## src/rtl/btn_evt_pkg.sv

```systemverilog
// Shared widths, edge encodings and the event word layout for the button/switch event path.
package btn_evt_pkg;

  localparam int IDX_W    = 5;
  localparam int TS_WIDTH = 16;
  localparam int EVT_W    = TS_WIDTH + 1 + IDX_W;

  localparam logic EDGE_RISE = 1'b1;
  localparam logic EDGE_FALL = 1'b0;

  // Input numbering: pushbuttons occupy the low bits, slide switches follow.
  localparam int PB_BASE = 0;
  localparam int SW_BASE = 6;

  // "edge" is a reserved word, hence edge_dir.
  typedef struct packed {
    logic [TS_WIDTH-1:0] ts;
    logic                edge_dir;
    logic [IDX_W-1:0]    idx;
  } evt_t;

endpackage

```

## src/rtl/btn_evt_fifo.sv

```systemverilog
// First-word-fall-through event FIFO; pointers carry one extra wrap bit so full/empty need no flag.
module btn_evt_fifo #(
  parameter int DEPTH = 8,
  parameter int WIDTH = 22
) (
  input  logic                       clk,
  input  logic                       rst_n,
  input  logic                       push,
  input  logic [WIDTH-1:0]           wdata,
  output logic                       full,
  input  logic                       pop,
  output logic [WIDTH-1:0]           rdata,
  output logic                       empty,
  output logic [$clog2(DEPTH+1)-1:0] count
);

  localparam int AW = $clog2(DEPTH);

  logic [WIDTH-1:0] mem [DEPTH];
  logic [AW:0]      wptr;
  logic [AW:0]      rptr;
  logic             do_pop;
  logic             do_push;

  assign count   = wptr - rptr;
  assign empty   = (wptr == rptr);
  assign full    = (count == ($clog2(DEPTH+1))'(DEPTH));
  assign do_pop  = pop & ~empty;
  // A write into a full FIFO is legal when the head leaves on the same edge.
  assign do_push = push & (~full | do_pop);
  assign rdata   = mem[rptr[AW-1:0]];

  // Storage array; contents are only observed through valid pointers, so no reset.
  always_ff @(posedge clk) begin
    if (do_push) mem[wptr[AW-1:0]] <= wdata;
  end

  // Read/write pointer advance.
  always_ff @(posedge clk or negedge rst_n) begin
    if (!rst_n) begin
      wptr <= '0;
      rptr <= '0;
    end else begin
      if (do_push) wptr <= wptr + 1'b1;
      if (do_pop)  rptr <= rptr + 1'b1;
    end
  end

endmodule

```

## src/rtl/btn_event_ctrl.sv

```systemverilog
// Edge detector, pending-bit arbiter and timestamped event queue for debounced buttons/switches.
module btn_event_ctrl #(
  parameter int NUM_IN     = 22,
  parameter int FIFO_DEPTH = 8,
  parameter int TS_WIDTH   = btn_evt_pkg::TS_WIDTH,
  parameter int IDX_W      = btn_evt_pkg::IDX_W,
  parameter int EVT_W      = TS_WIDTH + 1 + IDX_W
) (
  input  logic                            clk,
  input  logic                            rst_n,
  input  logic [NUM_IN-1:0]               db_in,
  input  logic [NUM_IN-1:0]               rise_en,
  input  logic [NUM_IN-1:0]               fall_en,
  input  logic                            tick,
  output logic                            evt_valid,
  output logic [EVT_W-1:0]                evt_data,
  input  logic                            evt_ready,
  output logic [$clog2(FIFO_DEPTH+1)-1:0] evt_count,
  output logic                            overflow,
  input  logic                            ovf_clr,
  output logic                            irq
);

  import btn_evt_pkg::*;

  logic                armed;
  logic [NUM_IN-1:0]   prev;
  logic [NUM_IN-1:0]   pend_rise;
  logic [NUM_IN-1:0]   pend_fall;
  logic [NUM_IN-1:0]   rise_hit;
  logic [NUM_IN-1:0]   fall_hit;
  logic [NUM_IN-1:0]   sel_onehot;
  logic [NUM_IN-1:0]   svc_rise;
  logic [NUM_IN-1:0]   svc_fall;
  logic [TS_WIDTH-1:0] ts;
  logic                sel_valid;
  logic                sel_edge;
  logic [IDX_W-1:0]    sel_idx;
  logic                fifo_full;
  logic                fifo_empty;
  logic                push;
  logic                loss;
  logic [EVT_W-1:0]    fifo_rdata;

  // Edges only count once prev holds a real sample, so release from reset never fires events.
  assign rise_hit = {NUM_IN{armed}} & db_in & ~prev & rise_en;
  assign fall_hit = {NUM_IN{armed}} & ~db_in & prev & fall_en;

  // Lowest index wins; within an index the rise is taken ahead of the fall.
  always_comb begin
    sel_valid  = 1'b0;
    sel_edge   = EDGE_FALL;
    sel_idx    = '0;
    sel_onehot = '0;
    for (int i = NUM_IN - 1; i >= 0; i--) begin
      if (pend_fall[i]) begin
        sel_valid  = 1'b1;
        sel_edge   = EDGE_FALL;
        sel_idx    = IDX_W'(i);
        sel_onehot = NUM_IN'(1) << i;
      end
      if (pend_rise[i]) begin
        sel_valid  = 1'b1;
        sel_edge   = EDGE_RISE;
        sel_idx    = IDX_W'(i);
        sel_onehot = NUM_IN'(1) << i;
      end
    end
  end

  assign push     = sel_valid & (~fifo_full | (evt_ready & ~fifo_empty));
  assign svc_rise = (push && sel_edge == EDGE_RISE) ? sel_onehot : '0;
  assign svc_fall = (push && sel_edge == EDGE_FALL) ? sel_onehot : '0;
  // A hit on a bit that stays pending merges two edges into one event.
  assign loss     = (|(rise_hit & pend_rise & ~svc_rise)) | (|(fall_hit & pend_fall & ~svc_fall));

  // Arming, level history and pending-edge bookkeeping.
  always_ff @(posedge clk or negedge rst_n) begin
    if (!rst_n) begin
      armed     <= 1'b0;
      prev      <= '0;
      pend_rise <= '0;
      pend_fall <= '0;
    end else begin
      armed     <= 1'b1;
      prev      <= db_in;
      pend_rise <= (pend_rise & ~svc_rise) | rise_hit;
      pend_fall <= (pend_fall & ~svc_fall) | fall_hit;
    end
  end

  // Free-running tick counter used as the event timestamp.
  always_ff @(posedge clk or negedge rst_n) begin
    if (!rst_n) ts <= '0;
    else if (tick) ts <= ts + 1'b1;
  end

  // Sticky loss flag (set beats clear) and interrupt level.
  always_ff @(posedge clk or negedge rst_n) begin
    if (!rst_n) begin
      overflow <= 1'b0;
      irq      <= 1'b0;
    end else begin
      if (loss) overflow <= 1'b1;
      else if (ovf_clr) overflow <= 1'b0;
      irq <= (evt_count != '0) | overflow;
    end
  end

  btn_evt_fifo #(
    .DEPTH(FIFO_DEPTH),
    .WIDTH(EVT_W)
  ) u_fifo (
    .clk  (clk),
    .rst_n(rst_n),
    .push (push),
    .wdata({ts, sel_edge, sel_idx}),
    .full (fifo_full),
    .pop  (evt_ready),
    .rdata(fifo_rdata),
    .empty(fifo_empty),
    .count(evt_count)
  );

  assign evt_valid = ~fifo_empty;
  assign evt_data  = fifo_empty ? '0 : fifo_rdata;

endmodule

```

## config.mk

```make
export PLATFORM = sky130hd
export DESIGN_NAME = btn_event_ctrl
export DESIGN_NICKNAME = d
export VERILOG_FILES = /design/src/rtl/btn_evt_pkg.sv /design/src/rtl/btn_evt_fifo.sv /design/src/rtl/btn_event_ctrl.sv
export SDC_FILE = /design/constraint.sdc
export NUM_CORES = 1
export LEC_CHECK = 0
export BUFFER_PORTS_ARGS = -buffer_cell sky130_fd_sc_hd__buf_2
export CORE_MARGIN = 3
export CORE_UTILIZATION = 48
export CTS_CLUSTER_SIZE = 24
export DETAILED_ROUTE_END_ITERATION = 7
export HOLD_SLACK_MARGIN = 0.12
export PLACE_DENSITY = 0.66
export REMOVE_ABC_BUFFERS = 1
export SYNTH_ARGS = -nofsm -noshare
export SYNTH_HDL_FRONTEND = slang
export SYNTH_HIERARCHICAL = 1
export SYNTH_SLANG_ARGS = --single-unit
```

## constraint.sdc

```tcl
create_clock -name clk -period 7.4 [get_ports clk]
set_input_delay 2.22 -clock clk [delete_from_list [all_inputs] [get_ports clk]]
set_output_delay 2.22 -clock clk [all_outputs]
set_load 0.01 [all_outputs]
```

# Yosys cells after proc, flatten, opt, wreduce, memory -nomap -nowiden
# Memories as Yosys holds them, arrays and structs flattened.
# Index checks and enable logic that the tools add are counted.
dict set report word_totals {
  input_bits 71
  ramBits 176
  latchBits 0
  mem_count 1
  reg_bits 93
  out_inout_bits 29
  rom_bits 0
}
dict set report op_classes {
  eq_ne 2
  mux 182
  n_reduce_logical 6
  order_cmp 0
  n_addsub 4
  n_shift 0
  div_mod_pow 0
  bitwise_logic 27
  n_mul 0
}
# memory depth word_bits read_ports rd_ports_with_merged_regs wr line_no
set memory_table {}
lappend memory_table {u_fifo.mem 8 22 1 0 1 btn_evt_fifo.sv:19} ;# logic [WIDTH-1:0] mem [DEPTH];
# cell n
set ops {}
lappend ops {{$mux 22} 47}
lappend ops {{$and 22x22->22} 12}
lappend ops {{$mux 5} 44}
lappend ops {{$mux 1} 91}
lappend ops {{$not 22->22} 4}
lappend ops {{$or 22x22->22} 2}
lappend ops {{$reduce_or 22->1} 2}
lappend ops {{$add 16x1->16 const B} 1}
lappend ops {{$add 4x1->4 const B} 2}
lappend ops {{$eq 4x4->1} 1}
lappend ops {{$eq 4x4->1 const B} 1}
lappend ops {{$reduce_bool 4->1} 1}
lappend ops {{$sub 4x4->4} 1}
lappend ops {{$and 1x1->1} 3}
lappend ops {{$not 1->1} 3}
lappend ops {{$or 1x1->1} 3}
lappend ops {{$logic_and 1x1->1} 2}
lappend ops {{$reduce_bool 2->1} 1}

# Depth between registers and ports, before layout
dict set report depth {
  depth_word 52
  depth_mapped 16
  ltp_nobuf 15
}

# By module
# Netlist, hierarchy kept.
# mod area_per_inst_um2 seq_area_each_um2 instances cells_per_inst
set by_module_without_submodules {}
lappend by_module_without_submodules {btn_evt_fifo 7148.1 5485.3 1 360}
lappend by_module_without_submodules {btn_event_ctrl 4779.6 2127.0 1 521}

# Worst setup path before layout
# No wires, ideal clock.
dict set report synth_timing {
  path_kind {input -> register}
  from {input port evt_ready}
  to {memory u_fifo.mem[7][0] (enable)}
  path_buffers 0
  setup_ps 463
  path_stages 6
  required_time_ps 6937
  arrival_time_ps 5272
  path_slack_ps 1665
  cell_sequence {inv_1 -> o21ai_0 -> o31ai_4 -> inv_2 -> o41ai_4 -> nor4_1}
}
dict set report synth_between {
  elab_chain_cells 6
}
# item line_no
set synth_rtl {}
lappend synth_rtl {{from (decl)} btn_event_ctrl.sv:17} ;# input logic evt_ready,
lappend synth_rtl {{$and 1x1->1} btn_event_ctrl.sv:71} ;# assign push = sel_valid & (~fifo_full | (evt_ready & ~fifo_empty));
lappend synth_rtl {{$or 1x1->1} btn_event_ctrl.sv:71}
lappend synth_rtl {{$and 1x1->1} btn_event_ctrl.sv:71}
lappend synth_rtl {{net push} btn_event_ctrl.sv:41} ;# logic push;
lappend synth_rtl {{$and 1x1->1} btn_evt_fifo.sv:30} ;# assign do_push = push & (~full | do_pop);
lappend synth_rtl {{$mux 1} btn_evt_fifo.sv:35} ;# if (do_push) mem[wptr[AW-1:0]] <= wdata;
lappend synth_rtl {{$mux 1 (not written as such)} btn_evt_fifo.sv:35}
lappend synth_rtl {{to (decl)} btn_evt_fifo.sv:19}
# The timed path passes the listed nets, and every way through them passes these cells.

# Final worst setup path
dict set report layout_timing {
  from {register u_fifo.rptr[2]}
  to {output port evt_data[10]}
}
dict set report layout_between {
  elab_chain_cells 2
  word_cells_on_any_way 3
  cone_classes {eq/ne: 1; mux: 1; memory: 1}
}
# item line_no
set layout_rtl {}
lappend layout_rtl {{from (decl)} btn_evt_fifo.sv:21} ;# logic [AW:0] rptr;
lappend layout_rtl {{from (signal assigned)} btn_evt_fifo.sv:45} ;# if (do_pop) rptr <= rptr + 1'b1;
lappend layout_rtl {{$eq 4x4->1} btn_evt_fifo.sv:26} ;# assign empty = (wptr == rptr);
lappend layout_rtl {{net fifo_empty} btn_event_ctrl.sv:40} ;# logic fifo_empty;
lappend layout_rtl {{$mux 22} btn_event_ctrl.sv:126} ;# assign evt_data = fifo_empty ? '0 : fifo_rdata;
lappend layout_rtl {{to (decl)} btn_event_ctrl.sv:16} ;# output logic [EVT_W-1:0] evt_data,
# The timed path passes the listed nets, and every way through them passes these cells.

==> metrics.cfg <==
[timing]
grt_setup_unrepaired=false
maxSlewHeadroom_pct=9.97
fmax_mhz=175
period_share_pct=77.2
holdWs_ns=0.492
tightest_slew_ns=1.35
setup_tns_ns=0
maxSlewViolCount=0
skew_ns=0.00989
period_needed_ns=5.72
setup_viol=0
hold_viol_final=0

[layout]
stdcell_area_sq_um=13800
fillers=2016
area_growth_pct=15.9
multi_input_area_sq_um=4050
drive_gt1_share_pct=23.9
finalNetCount=1070
diodes=0
seqCellArea_sq_um=7610
finish.utilization_pct=56.7

[floorplanning]
ios=100
die_h_um=164
dieWidth_um=164
row_count=57
start_util_pct=48.9
fp.dieArea_sq_um=26800
coreArea_sq_um=24400

[setup_path]
cp_max_fo=25
critPathArrivalTime_ns=3.50
cp.required_ns=5.18
r2r-end=u_fifo/mem[1][5]
crit_path_end_kind=output pin
crit_type=flip-flop to output pin
r2r_cells=12
start_kind=flip-flop
rrSetupSlack_ns=2.44
r2r_start=u_fifo/rptr[2]

[detailed_routing]
vias=7618
wl_per_cell_um=19.6
ant_nets=0
vias_per_cell=5.69
drt_wl_total_um=26300
drcViolationCount=0
drt_iter0_markers=533
dr.pass1.iters=5

[cts]
cts_resized=0
cts.sinks=269
cts_tree=built
hold_buffers=0
cts.htree.levels=1
numCtsBuffers=28
postCtsSetupRepairBufs=0
clk_pin_slew_ns=0.06
cts_buffer_depth=3
clockRootBuffer=clkbuf_16
clk_latency_ns=0.54

[worst_hold_path]
min_from=u_fifo/wptr[3]
hold_depth=1
min_to=u_fifo/wptr[3]
holdCritPathClass=flip-flop to flip-flop

[global_routing]
overflow=0
grtUsageTotal_pct=20.1
antenna_found_initial=0
grt_pass1_wl_um=42000
grt_max_degree=48
grt_pass1_vias=7751

[synth]
ys_seq_elements=269
synth-simple-area-share_pct=16.4
synth_top_cell_by_area=edfxtp_1
synth_top_area_share_pct=44.3
synthXorXnorAreaFrac_pct=1.69
synth_common_cells=176 x edfxtp_1, 144 x nand2_1, 93 x dfrtp_1, 47 x o21ai_0, 44 x mux4_2
synth_cell_types=71
synth-compound-area-share_pct=6.27
synthMuxAreaShare_pct=8.50
yosys_most_used_dff=edfxtp_1
synth-edff-count=176
synth_top_family_by_area=simple AND/OR/NAND/NOR gates
syn-instance-count=881
yosysSeqAreaShare_pct=63.8
synth_most_common_cell=edfxtp_1
synth_area_leaders=edfxtp_1 44%, dfrtp_1 20%, mux4_2 8.3%
yosys_warnings=6
synthAdderAreaFrac_pct=0.797
syn_avg_cell_area_sq_um=13.5
ys_async_sr_fraction_pct=34.6
syn_area_sq_um=11900

[pwr]
p_per_area_nw_per_um2=433
ir_worst_vdd_v=0.000184
leakage_uw=0.00526

[job]
drv_cap=0

[place]
gp_congestion=0.909
portBuffers=99
place_area_sq_um=12800
place_hpwl_um=17300

[outcome]
status=complete, no violations

-- worst max-delay path by stage --
| stage | slack [ns] | startpoint | endpoint |
|---|---|---|---|
| floorplan | 1.01 | u_fifo/rptr[0] | u_fifo/mem[7][0] |
| global placement | 2.22 | u_fifo/rptr[2] | evt_data[19] |
| detailed placement | 2.10 | u_fifo/rptr[2] | evt_data[10] |
| CTS | 1.51 | u_fifo/rptr[2] | evt_data[10] |
| global route | 1.33 | u_fifo/rptr[2] | evt_data[10] |
| finish | 1.68 | u_fifo/rptr[2] | evt_data[10] |
-- cell usage in the layout, fill, tap and decap left out, drive strengths merged, types with 8 or more instances in the layout --
| cell | Yosys | layout |
|---|---|---|
| edfxtp | 176 | 176 |
| nand4 | 9 | 9 |
| nor2b | 27 | 27 |
| dfrtp | 93 | 93 |
| clkbuf | 16 | 38 |
| nor2 | 36 | 36 |
| nand2 | 144 | 144 |
| a21oi | 14 | 14 |
| nand3 | 14 | 14 |
| buf | 15 | 112 |
| and3 | 9 | 9 |
| mux4 | 44 | 44 |
| nor4 | 18 | 18 |
| xor2 | 8 | 8 |
| nand2b | 8 | 8 |
| o21ai | 49 | 49 |
| inv | 38 | 39 |
| nand4b | 37 | 37 |
| xnor2 | 15 | 15 |
| nor3 | 21 | 21 |
-- registers in the layout (all words and copies together), names as in the netlist --
| name | cells |
|---|---|
| pend_rise | 22 |
| armed | 1 |
| irq | 1 |
| overflow | 1 |
| pend_fall | 22 |
| u_fifo/rptr | 4 |
| ts | 16 |
| u_fifo/wptr | 4 |
| prev | 22 |
| u_fifo/mem | 176 |
-- critical path, cell delays in order (launching register included) --
cell     delay (ns)
dfrtp_1        0.32
buf_4          0.31
inv_1          0.48
ha_1           0.54
nand3_1        0.12
nor2_2         0.83
nor2b_1        0.13
buf_2          0.19
-- per-stage QoR --
stage	std cells	total power (uW)	worst slack, ns
after floorplan	850	3760	1.01
after global placement	1286	4490	2.22
after detailed placement	1286	4530	2.10
after CTS	1338	6060	1.51
after global routing	1338	6360	1.33
final	1338	5990	1.68
-- power breakdown --
group / switching, uW / total, uW / internal [uW]
Sequential: 258 / 2430 / 2170
Combinational: 1240 / 2050 / 810
Clock: 564 / 1510 / 948
-- logic make-up after synthesis --
group,Yosys count
simple gates,354
buf+inv,69
flops,269
compound gates,112
other cells,1
xor+xnor,23
fa+ha+maj,7
mux,46
-- metal layers --
| layer | up-vias | GRT usage, % | wire (um) |
|---|---|---|---|
| li1 | 3531 | - | - |
| met5 | - | 0 | 0 |
| met3 | 45 | 2.94 | 1140 |
| met2 | 197 | 35.0 | 13200 |
| met1 | 3845 | 26.6 | 11300 |
| met4 | 0 | 5.15 | 672 |
-- final cells by class --
type,count,share of cell area (%)
multi-input cells,543,29.3
well taps,324,2.93
flip-flops and latches,269,55.1
inverters,38,1.03
repair buffers,112,4.31
clock buffers,38,5.63
clock inverters,14,1.74
Note: power is estimated with default switching activity, not from simulation.
